`src/rtl/morse_playback_if.sv`:
```
// RAM read port between morse_playback (master) and the game RAM (slave).
interface morse_playback_if #(
  parameter int unsigned ADDR_W = 4,
  parameter int unsigned DATA_W = 10
);
  logic [ADDR_W-1:0] ram_addr;
  logic              ram_rden;
  logic [DATA_W-1:0] ram_q;

  modport master (output ram_addr, output ram_rden, input  ram_q);
  modport slave  (input  ram_addr, input  ram_rden, output ram_q);
endinterface

```
`src/rtl/morse_playback.sv`:
```
// Walks stored 10-bit morse words out of the game RAM and blinks them on one LED,
// timing each symbol in units of an external one-cycle tick.
module morse_playback #(
  parameter int unsigned ADDR_W     = 4,
  parameter int unsigned DATA_W     = 10,
  parameter int unsigned RD_LAT     = 1,
  parameter int unsigned DOT_UNITS  = 1,
  parameter int unsigned DASH_UNITS = 3,
  parameter int unsigned SYM_GAP    = 1,
  parameter int unsigned WORD_GAP   = 3
) (
  input  logic              clock,
  input  logic              resetn,
  input  logic              start,
  input  logic              abort,
  input  logic              tick,
  input  logic [ADDR_W:0]   length,
  morse_playback_if.master  ram,
  output logic              led,
  output logic              busy,
  output logic              done,
  output logic [ADDR_W-1:0] cur_word
);
  localparam int unsigned LEN_W    = ADDR_W + 1;
  localparam int unsigned MAX_MARK = (DASH_UNITS > DOT_UNITS) ? DASH_UNITS : DOT_UNITS;
  localparam int unsigned MAX_GAP  = (WORD_GAP > SYM_GAP) ? WORD_GAP : SYM_GAP;
  localparam int unsigned MAX_U    = (MAX_GAP > MAX_MARK) ? MAX_GAP : MAX_MARK;
  localparam int unsigned CNT_W    = $clog2(MAX_U + 1);
  localparam int unsigned LAT_W    = 2;
  localparam logic [LEN_W-1:0] MAX_LEN = LEN_W'(2 ** ADDR_W);

  typedef enum logic [3:0] {
    S_IDLE, S_FETCH, S_WAIT, S_LOAD, S_MARK, S_DECIDE, S_SGAP, S_WGAP, S_DONE
  } state_t;

  state_t             state_q, state_d;
  logic [DATA_W-1:0]  word_q, word_d;
  logic [ADDR_W-1:0]  idx_q, idx_d;
  logic [LEN_W-1:0]   len_q, len_d;
  logic [CNT_W-1:0]   cnt_q, cnt_d;
  logic [LAT_W-1:0]   lat_q, lat_d;

  logic [1:0]         sym_c;
  logic               sym_mark_c;
  logic [CNT_W-1:0]   sym_units_c;
  logic               last_word_c;
  logic               cnt_last_c;

  // Top symbol of the shift register decides both mark length and end of word.
  assign sym_c       = word_q[DATA_W-1 -: 2];
  assign sym_mark_c  = sym_c[1] ^ sym_c[0];
  assign sym_units_c = (sym_c == 2'b01) ? CNT_W'(DOT_UNITS) : CNT_W'(DASH_UNITS);
  assign last_word_c = (LEN_W'(idx_q) + LEN_W'(1)) >= len_q;
  assign cnt_last_c  = (cnt_q == CNT_W'(1));

  // State, datapath and outputs; outputs follow the next state so they line up with it.
  always_ff @(posedge clock or negedge resetn) begin
    if (!resetn) begin
      state_q      <= S_IDLE;
      word_q       <= '0;
      idx_q        <= '0;
      len_q        <= '0;
      cnt_q        <= '0;
      lat_q        <= '0;
      led          <= 1'b0;
      busy         <= 1'b0;
      done         <= 1'b0;
      cur_word     <= '0;
      ram.ram_addr <= '0;
      ram.ram_rden <= 1'b0;
    end else begin
      state_q      <= state_d;
      word_q       <= word_d;
      idx_q        <= idx_d;
      len_q        <= len_d;
      cnt_q        <= cnt_d;
      lat_q        <= lat_d;
      led          <= (state_d == S_MARK);
      busy         <= (state_d != S_IDLE);
      done         <= (state_d == S_DONE);
      ram.ram_rden <= (state_d == S_FETCH);
      if (state_d == S_FETCH) begin
        ram.ram_addr <= idx_d;
        cur_word     <= idx_d;
      end
    end
  end

  // Next-state logic; abort overrides everything at the end.
  always_comb begin
    state_d = state_q;
    word_d  = word_q;
    idx_d   = idx_q;
    len_d   = len_q;
    cnt_d   = cnt_q;
    lat_d   = lat_q;
    case (state_q)
      S_IDLE: begin
        if (start && !abort) begin
          len_d   = (length > MAX_LEN) ? MAX_LEN : length;
          idx_d   = '0;
          state_d = (length == '0) ? S_DONE : S_FETCH;
        end
      end
      S_FETCH: begin
        lat_d   = LAT_W'(RD_LAT - 1);
        state_d = S_WAIT;
      end
      S_WAIT: begin
        if (lat_q == '0) begin
          word_d  = ram.ram_q;
          state_d = S_LOAD;
        end else begin
          lat_d = lat_q - LAT_W'(1);
        end
      end
      S_LOAD: begin
        if (sym_mark_c) begin
          cnt_d   = sym_units_c;
          state_d = S_MARK;
        end else begin
          state_d = S_DONE;
        end
      end
      S_MARK: begin
        if (tick) begin
          if (cnt_last_c) begin
            word_d  = word_q << 2;
            state_d = S_DECIDE;
          end else begin
            cnt_d = cnt_q - CNT_W'(1);
          end
        end
      end
      S_DECIDE: begin
        if (sym_mark_c) begin
          if (SYM_GAP == 0) begin
            cnt_d   = sym_units_c;
            state_d = S_MARK;
          end else begin
            cnt_d   = CNT_W'(SYM_GAP);
            state_d = S_SGAP;
          end
        end else if (last_word_c) begin
          state_d = S_DONE;
        end else if (WORD_GAP == 0) begin
          idx_d   = idx_q + ADDR_W'(1);
          state_d = S_FETCH;
        end else begin
          cnt_d   = CNT_W'(WORD_GAP);
          state_d = S_WGAP;
        end
      end
      S_SGAP: begin
        if (tick) begin
          if (cnt_last_c) begin
            cnt_d   = sym_units_c;
            state_d = S_MARK;
          end else begin
            cnt_d = cnt_q - CNT_W'(1);
          end
        end
      end
      S_WGAP: begin
        if (tick) begin
          if (cnt_last_c) begin
            idx_d   = idx_q + ADDR_W'(1);
            state_d = S_FETCH;
          end else begin
            cnt_d = cnt_q - CNT_W'(1);
          end
        end
      end
      S_DONE:  state_d = S_IDLE;
      default: state_d = S_IDLE;
    endcase
    if (abort) state_d = S_IDLE;
  end
endmodule
```
`src/flat_wrapper.sv`:
```
// flat-port wrapper written by rule: the top's interface ports become plain ports
module morse_playback_flat 
#(
  parameter int unsigned ADDR_W     = 4,
  parameter int unsigned DATA_W     = 10,
  parameter int unsigned RD_LAT     = 1,
  parameter int unsigned DOT_UNITS  = 1,
  parameter int unsigned DASH_UNITS = 3,
  parameter int unsigned SYM_GAP    = 1,
  parameter int unsigned WORD_GAP   = 3
)
  (clock, resetn, start, abort, tick, length, led, busy, done, cur_word, ram_ram_addr, ram_ram_rden, ram_ram_q);
  morse_playback_if #(.ADDR_W(ADDR_W), .DATA_W(DATA_W)) ram_i ();
  input  logic clock;
  input  logic resetn;
  input  logic start;
  input  logic abort;
  input  logic tick;
  input  logic [ADDR_W:0] length;
  output logic led;
  output logic busy;
  output logic done;
  output logic [ADDR_W-1:0] cur_word;
  output wire logic [$bits(ram_i.ram_addr)-1:0] ram_ram_addr;
  output wire logic [$bits(ram_i.ram_rden)-1:0] ram_ram_rden;
  input wire logic [$bits(ram_i.ram_q)-1:0] ram_ram_q;
  assign ram_ram_addr = ram_i.ram_addr;
  assign ram_ram_rden = ram_i.ram_rden;
  assign ram_i.ram_q = ram_ram_q;
  morse_playback #(.ADDR_W(ADDR_W), .DATA_W(DATA_W), .RD_LAT(RD_LAT), .DOT_UNITS(DOT_UNITS), .DASH_UNITS(DASH_UNITS), .SYM_GAP(SYM_GAP), .WORD_GAP(WORD_GAP)) u_core (.clock(clock), .resetn(resetn), .start(start), .abort(abort), .tick(tick), .length(length), .ram(ram_i), .led(led), .busy(busy), .done(done), .cur_word(cur_word));
endmodule
```
`config.mk`:
```
export PLATFORM = sky130hd
export DESIGN_NAME = morse_playback_flat
export DESIGN_NICKNAME = d
export VERILOG_FILES = /design/src/rtl/morse_playback_if.sv /design/src/rtl/morse_playback.sv /design/src/flat_wrapper.sv
export SDC_FILE = /design/constraint.sdc
export NUM_CORES = 1
export LEC_CHECK = 0
export BUFFER_PORTS_ARGS = -buffer_cell sky130_fd_sc_hd__buf_2
export CORE_ASPECT_RATIO = 1.2
export CORE_UTILIZATION = 51
export DETAILED_ROUTE_END_ITERATION = 8
export PLACE_DENSITY = 0.76
export SYNTH_ARGS = -nofsm -noshare
export SYNTH_HDL_FRONTEND = slang
export SYNTH_SLANG_ARGS = --single-unit
export TNS_END_PERCENT = 20
```
`constraint.sdc`:
```
create_clock -name clock -period 2.3 [get_ports clock]
set_input_delay 0.23 -clock clock [delete_from_list [all_inputs] [get_ports clock]]
set_output_delay 0.23 -clock clock [all_outputs]
set_load 0.005 [all_outputs]
```
# ---- Yosys cells after proc, flatten, opt, wreduce, memory -nomap -nowiden
# Index checks and enable logic that the tools add are counted.
dict set report totals {
  ram_bits 0
  elab_cells 87
  memories 0
  in_bits 20
  mem_bits_ro 0
  ff_bits 35
  output_inout_bits 12
  latch_bits 0
}
dict set report op_classes {
  add_sub_neg 4
  n_eq_ne 21
  n_bitwise 1
  multipliers 0
  div_mod_pow 0
  magnitude_cmp 2
  n_mux 34
  n_reduce_logical 14
  n_shift 0
}
# operator n
set op_table {}
lappend op_table {{$mux W4} 16}
lappend op_table {{$pmux W4 S8} 1}
lappend op_table {{$mux W10} 3}
lappend op_table {{$eq A4 B3 Y1 const B} 5}
lappend op_table {{$pmux W10 S2} 1}
lappend op_table {{$mux W2} 9}
lappend op_table {{$eq A4 B1 Y1 const B} 2}
lappend op_table {{$eq A4 B2 Y1 const B} 2}
lappend op_table {{$ne A2 B1 Y1 const B} 4}
lappend op_table {{$ne A2 B2 Y1 const B} 4}
lappend op_table {{$pmux W2 S4} 1}
lappend op_table {{$pmux W4 S2} 1}
lappend op_table {{$reduce_bool A4 Y1} 2}
lappend op_table {{$reduce_and A6 Y1} 1}
lappend op_table {{$add A4 B1 Y5 const B} 1}
lappend op_table {{$ge A5 B5 Y1} 1}
lappend op_table {{$gt A5 B5 Y1 const B} 1}
lappend op_table {{$logic_not A5 Y1} 1}
lappend op_table {{$mux W5} 1}
lappend op_table {{$add A4 B1 Y4 const B} 1}
lappend op_table {{$eq A2 B1 Y1 const B} 2}
lappend op_table {{$eq A4 B4 Y1 const B} 1}
lappend op_table {{$logic_not A4 Y1} 1}
lappend op_table {{$pmux W2 S2} 1}
lappend op_table {{10 further kinds} 13}

# ---- Longest topological paths before layout
dict set report logic_depth {
  word_depth 7
  mapped_depth 8
  mapped_depth_nobuf 8
}

# ---- Least setup slack after synthesis
# Ideal clock, no wire load.
dict set report synth_path {
  path_type {reg-to-reg}
  startpoint {reg u_core.idx_q[0]}
  endpoint {reg u_core.cur_word[0]}
  path_slack_ps -14
  synth_period_minus_slack_ps 2314
  stages_incl_launch_ff 9
  arrival_time_ps 2190
  setup_time_ps 125
  path_cell_list {dfrtp_1 ha_1 xor2_1 ha_1 nand2_1 o21ai_0 o21ai_1 nor4_4 mux2_2}
}
dict set report synth_between {
  elab_chain_cells 7
}
# item line
set synth_rtl {}
lappend synth_rtl {{start, declared} morse_playback.sv:38} ;# logic [ADDR_W-1:0] idx_q, idx_d;
lappend synth_rtl {{start signal, assigned} morse_playback.sv:74} ;# idx_q <= idx_d;
lappend synth_rtl {{$add A4 B1 Y5} morse_playback.sv:53} ;# assign last_word_c = (LEN_W'(idx_q) + LEN_W'(1)) >= len_q;
lappend synth_rtl {{$ge A5 B5 Y1} morse_playback.sv:53}
lappend synth_rtl {{$mux W4} morse_playback.sv:144} ;# end else if (last_word_c) begin
lappend synth_rtl {{$mux W4} morse_playback.sv:136} ;# if (sym_mark_c) begin
lappend synth_rtl {{$pmux W4 S8} morse_playback.sv:97} ;# case (state_q)
lappend synth_rtl {{$mux W4} morse_playback.sv:177} ;# if (abort) state_d = S_IDLE;
lappend synth_rtl {{$eq A4 B1 Y1} morse_playback.sv:82} ;# if (state_d == S_FETCH) begin
lappend synth_rtl {{end signal, assigned} morse_playback.sv:84} ;# cur_word <= idx_d;
lappend synth_rtl {{end, declared} morse_playback.sv:22} ;# output logic [ADDR_W-1:0] cur_word
# Several ways; a longest one is shown, not always the timed one.
# A chain may end at the register's enable or synchronous reset.

# ---- Final worst setup path
dict set report layout_path {
  startpoint {reg u_core.idx_q[1]}
  endpoint {reg u_core.busy}
}
dict set report layout_between {
  elab_chain_cells 7
}
# item line
set layout_rtl {}
lappend layout_rtl {{$add A4 B1 Y5} morse_playback.sv:53}
lappend layout_rtl {{$ge A5 B5 Y1} morse_playback.sv:53}
lappend layout_rtl {{$mux W4} morse_playback.sv:144}
lappend layout_rtl {{$mux W4} morse_playback.sv:136}
lappend layout_rtl {{$pmux W4 S8} morse_playback.sv:97}
lappend layout_rtl {{$mux W4} morse_playback.sv:177}
lappend layout_rtl {{$reduce_bool A4 Y1} morse_playback.sv:79} ;# busy <= (state_d != S_IDLE);
lappend layout_rtl {{end signal, assigned} morse_playback.sv:79}
lappend layout_rtl {{end, declared} morse_playback.sv:20} ;# output logic busy,
# No other way between the ends.

==> flow_summary.yaml <==
detailed_routing:
  dr.max_layer_used: "met4"
  drtIter0Drc: 62
  routed_wl_um: 4310
  drcViolationCount: 0
  wl_met2_um: 2100
  drt-vias-per-instance: 5.55
  wl_met3_um: 203
  final_antenna_net_count: 0
  num_vias: 1703
  wl_met1_um: 1900
  dr.pass1.iters: 4
  post_drt_wl_per_cell_um: 14.0
hold_path:
  hold_path.class: "in2async"
worst_setup_path:
  start_kind: "flop"
  cp_top_family: "compound AO/OA/AOI/OAI gates"
  r2r_slack_ns: -0.05
  path_max_fanout: 3
  crit_chain: "buf_4 > nand3_2 > xnor2_2 > ha_1 > o21ai_0 > nand3b_1 > o21ai_2 > buf_4 > or2_2 > a211o_1"
  crit_buf_inv: 2
  cp-end-kind: "flop"
  path_common_cell: "buf_4"
  cp.required_ns: 2.47
  path_depth: 10
  critPathMaxStageDelay_ns: 0.42
  reg2reg_depth: 10
  critical-path-slowest-cell: "dfrtp_1"
  crit_type: "reg2reg"
  crit_arrival_ns: 2.53
floorplanning:
  pin_count: 32
  die_y_um: 72.1
  core_sq_um: 3940
  dieWidth_um: 60.4
  initial_core_util_pct: 52.9
  fp.dieArea_sq_um: 4350
  rows: 25
finish:
  num_antenna_cells: 0
  final_common_cell: "dfrtp_1"
  final_cell_mix: "dfrtp_1 (32), buf_2 (31), nand2_1 (25)"
  fin_nets: 282
  drive_above_1_share_pct: 31.6
  area_delta_synth_final_pct: 19.0
  layoutNonFillerInstCount: 307
  final_core_util_pct: 63.0
timing:
  fin_ws_ns: -0.0539
  slew_headroom_pct: 48.8
  fmax_mhz: 425
  grt_setup_unrepaired: "yes"
  post-route-period-util_pct: 102
  clock_skew_ns: 0.00709
  hold_viol_final: 0
  setup_viol_count_final: 1
  whs_ns: 0.00693
  final_max_slew_viol_count: 0
  tightest_slew_ns: 0.768
  period_needed_ns: 2.35
clock_tree:
  cts_sinks: 35
  clk_pin_slew_ns: 0.08
  cts.htree.levels: 2
  cts_hold_buf: 0
  clock_latency_ns: 0.29
  cts-root-buf: "clkbuf_8"
  cts_tree: "done"
  cts_buffer_depth: 2
  numCtsBuffers: 5
place:
  place.port_buffers: 31
  dp_cells: 297
  gp_congestion: 0.838
  place_ws_ns: -0.0996
  dp_hpwl_um: 2910
synth:
  syn-num-nets: 245
  syn-cell-area_sq_um: 2090
  ys_warn_count: 0
  synth.distinct_cells: 49
  ys_seq_area_share_pct: 42.0
  synth_edf_count: 0
  ys_ff_latch: 35
  ys.flop_type: "dfrtp_1"
  async_reset_ff_share_pct: 100
  synthCells: 215
  synth.avg_cell_area_sq_um: 9.70
pwr:
  p_total_mw: 1.80
  pwr_density_cell_nw_per_um2: 726
  irDropWorstVdd_uv: 543
  p_leak_nw: 1.19
grt:
  grt_use_total_pct: 21.3
  grt_pass1_vias: 1563
  antenna_found_initial: 0
  grt_start_max_net_pins: 36
  grt_pass1_wl_um: 6860
  globalRouteOverflowTotal: 0
run_status:
  status: "finished with violations"
  violations: "setup timing"
flow_run:
  max_cap_viol_count: 0
[power breakdown]
part           leakage (nW)  internal [mW]  total [mW]  switching (mW)
Sequential            0.454          0.745       0.840          0.0947
Combinational         0.700          0.253       0.518           0.265
Clock                0.0402          0.211       0.445           0.234
Total                  1.19           1.21        1.80           0.594
[worst paths after layout]
kind	start	to
max reg2reg	u_core.idx_q[1]	u_core.busy
max in group asynchronous	resetn	u_core.state_q[1]
min reg2reg	u_core.word_q[6]	u_core.word_q[6]
min in group clock	ram_ram_q[1]	u_core.word_q[1]
max	u_core.idx_q[1]	u_core.busy
min	resetn	u_core.cnt_q[1]
[worst register-to-register path, stage by stage (launching register included)]
cell      delay (ns)
dfrtp_1         0.42
buf_4           0.15
nand3_2         0.09
xnor2_2         0.17
ha_1            0.36
o21ai_0         0.12
nand3b_1        0.13
o21ai_2         0.10
buf_4           0.15
or2_2           0.27
a211o_1         0.30
[layout make-up]
class / count / area, sq um
clock buffer: 5 / 68.8
fill: 355 / 1460
inverter: 12 / 45.0
timing repair buffer: 44 / 256
tap: 54 / 67.6
sequential: 35 / 880
multi-input combinational: 154 / 1140
clock inverter: 3 / 20.0
[synthesized netlist by cell type, drive strengths merged, types with 2 or more instances]
library cell  number  area [sq um]
dfrtp             35           876
nand2             25          93.8
o21ai             22           110
inv               12          45.0
buf               11          73.8
mux2i             11           110
ha                10           125
nor2               9          48.8
nand3              8          45.0
nand2b             7          43.8
mux2               6          67.6
o22ai              6          37.5
a21oi              5          28.8
a22o               5          43.8
a31oi              4          25.0
nor3               4          20.0
a21o               3          22.5
and3               3          18.8
clkbuf             3          11.3
and2b              2          15.0
nor3b              2          20.0
or2                2          12.5
[timing repair]
action	4_1_cts	5_1_grt
resized for setup	1	14
pin swaps	2	8
buffers inserted	0	2
endpoints found under the setup margin	7	8
[cells by family after synthesis]
kind of cell    synth area share (%)
simple gates                    19.0
xor+xnor                       0.840
buf+inv                         6.24
mux                             8.52
fa+ha+maj                       6.00
flops                           42.0
compound gates                  17.4
[per-stage QoR]
step	instance area [sq um]	setup TNS [ns]
global route	2480	-0.639
CTS	2400	-0.0214
global placement	2310	-0.175
detailed placement	2310	-0.441
floorplan	2090	0
finish	2480	-0.0539
[sequential cells by signal, summed over array words and instances (netlist names)]
| name | count |
|---|---|
| u_core.word_q | 10 |
| u_core.len_q | 5 |
| u_core.cur_word | 4 |
| u_core.idx_q | 4 |
| u_core.state_q | 4 |
| u_core.cnt_q | 2 |
| u_core.lat_q | 2 |
| u_core.busy | 1 |
| u_core.done | 1 |
| u_core.led | 1 |
| u_core.ram.ram_rden | 1 |
[routing by layer]
layer	vias up	GRT usage, %
met1	800	26.6
met2	60	34.9
met3	10	4.81
li1	833	-
met5	-	0
met4	0	8.53
(Power assumes the default switching activity.)
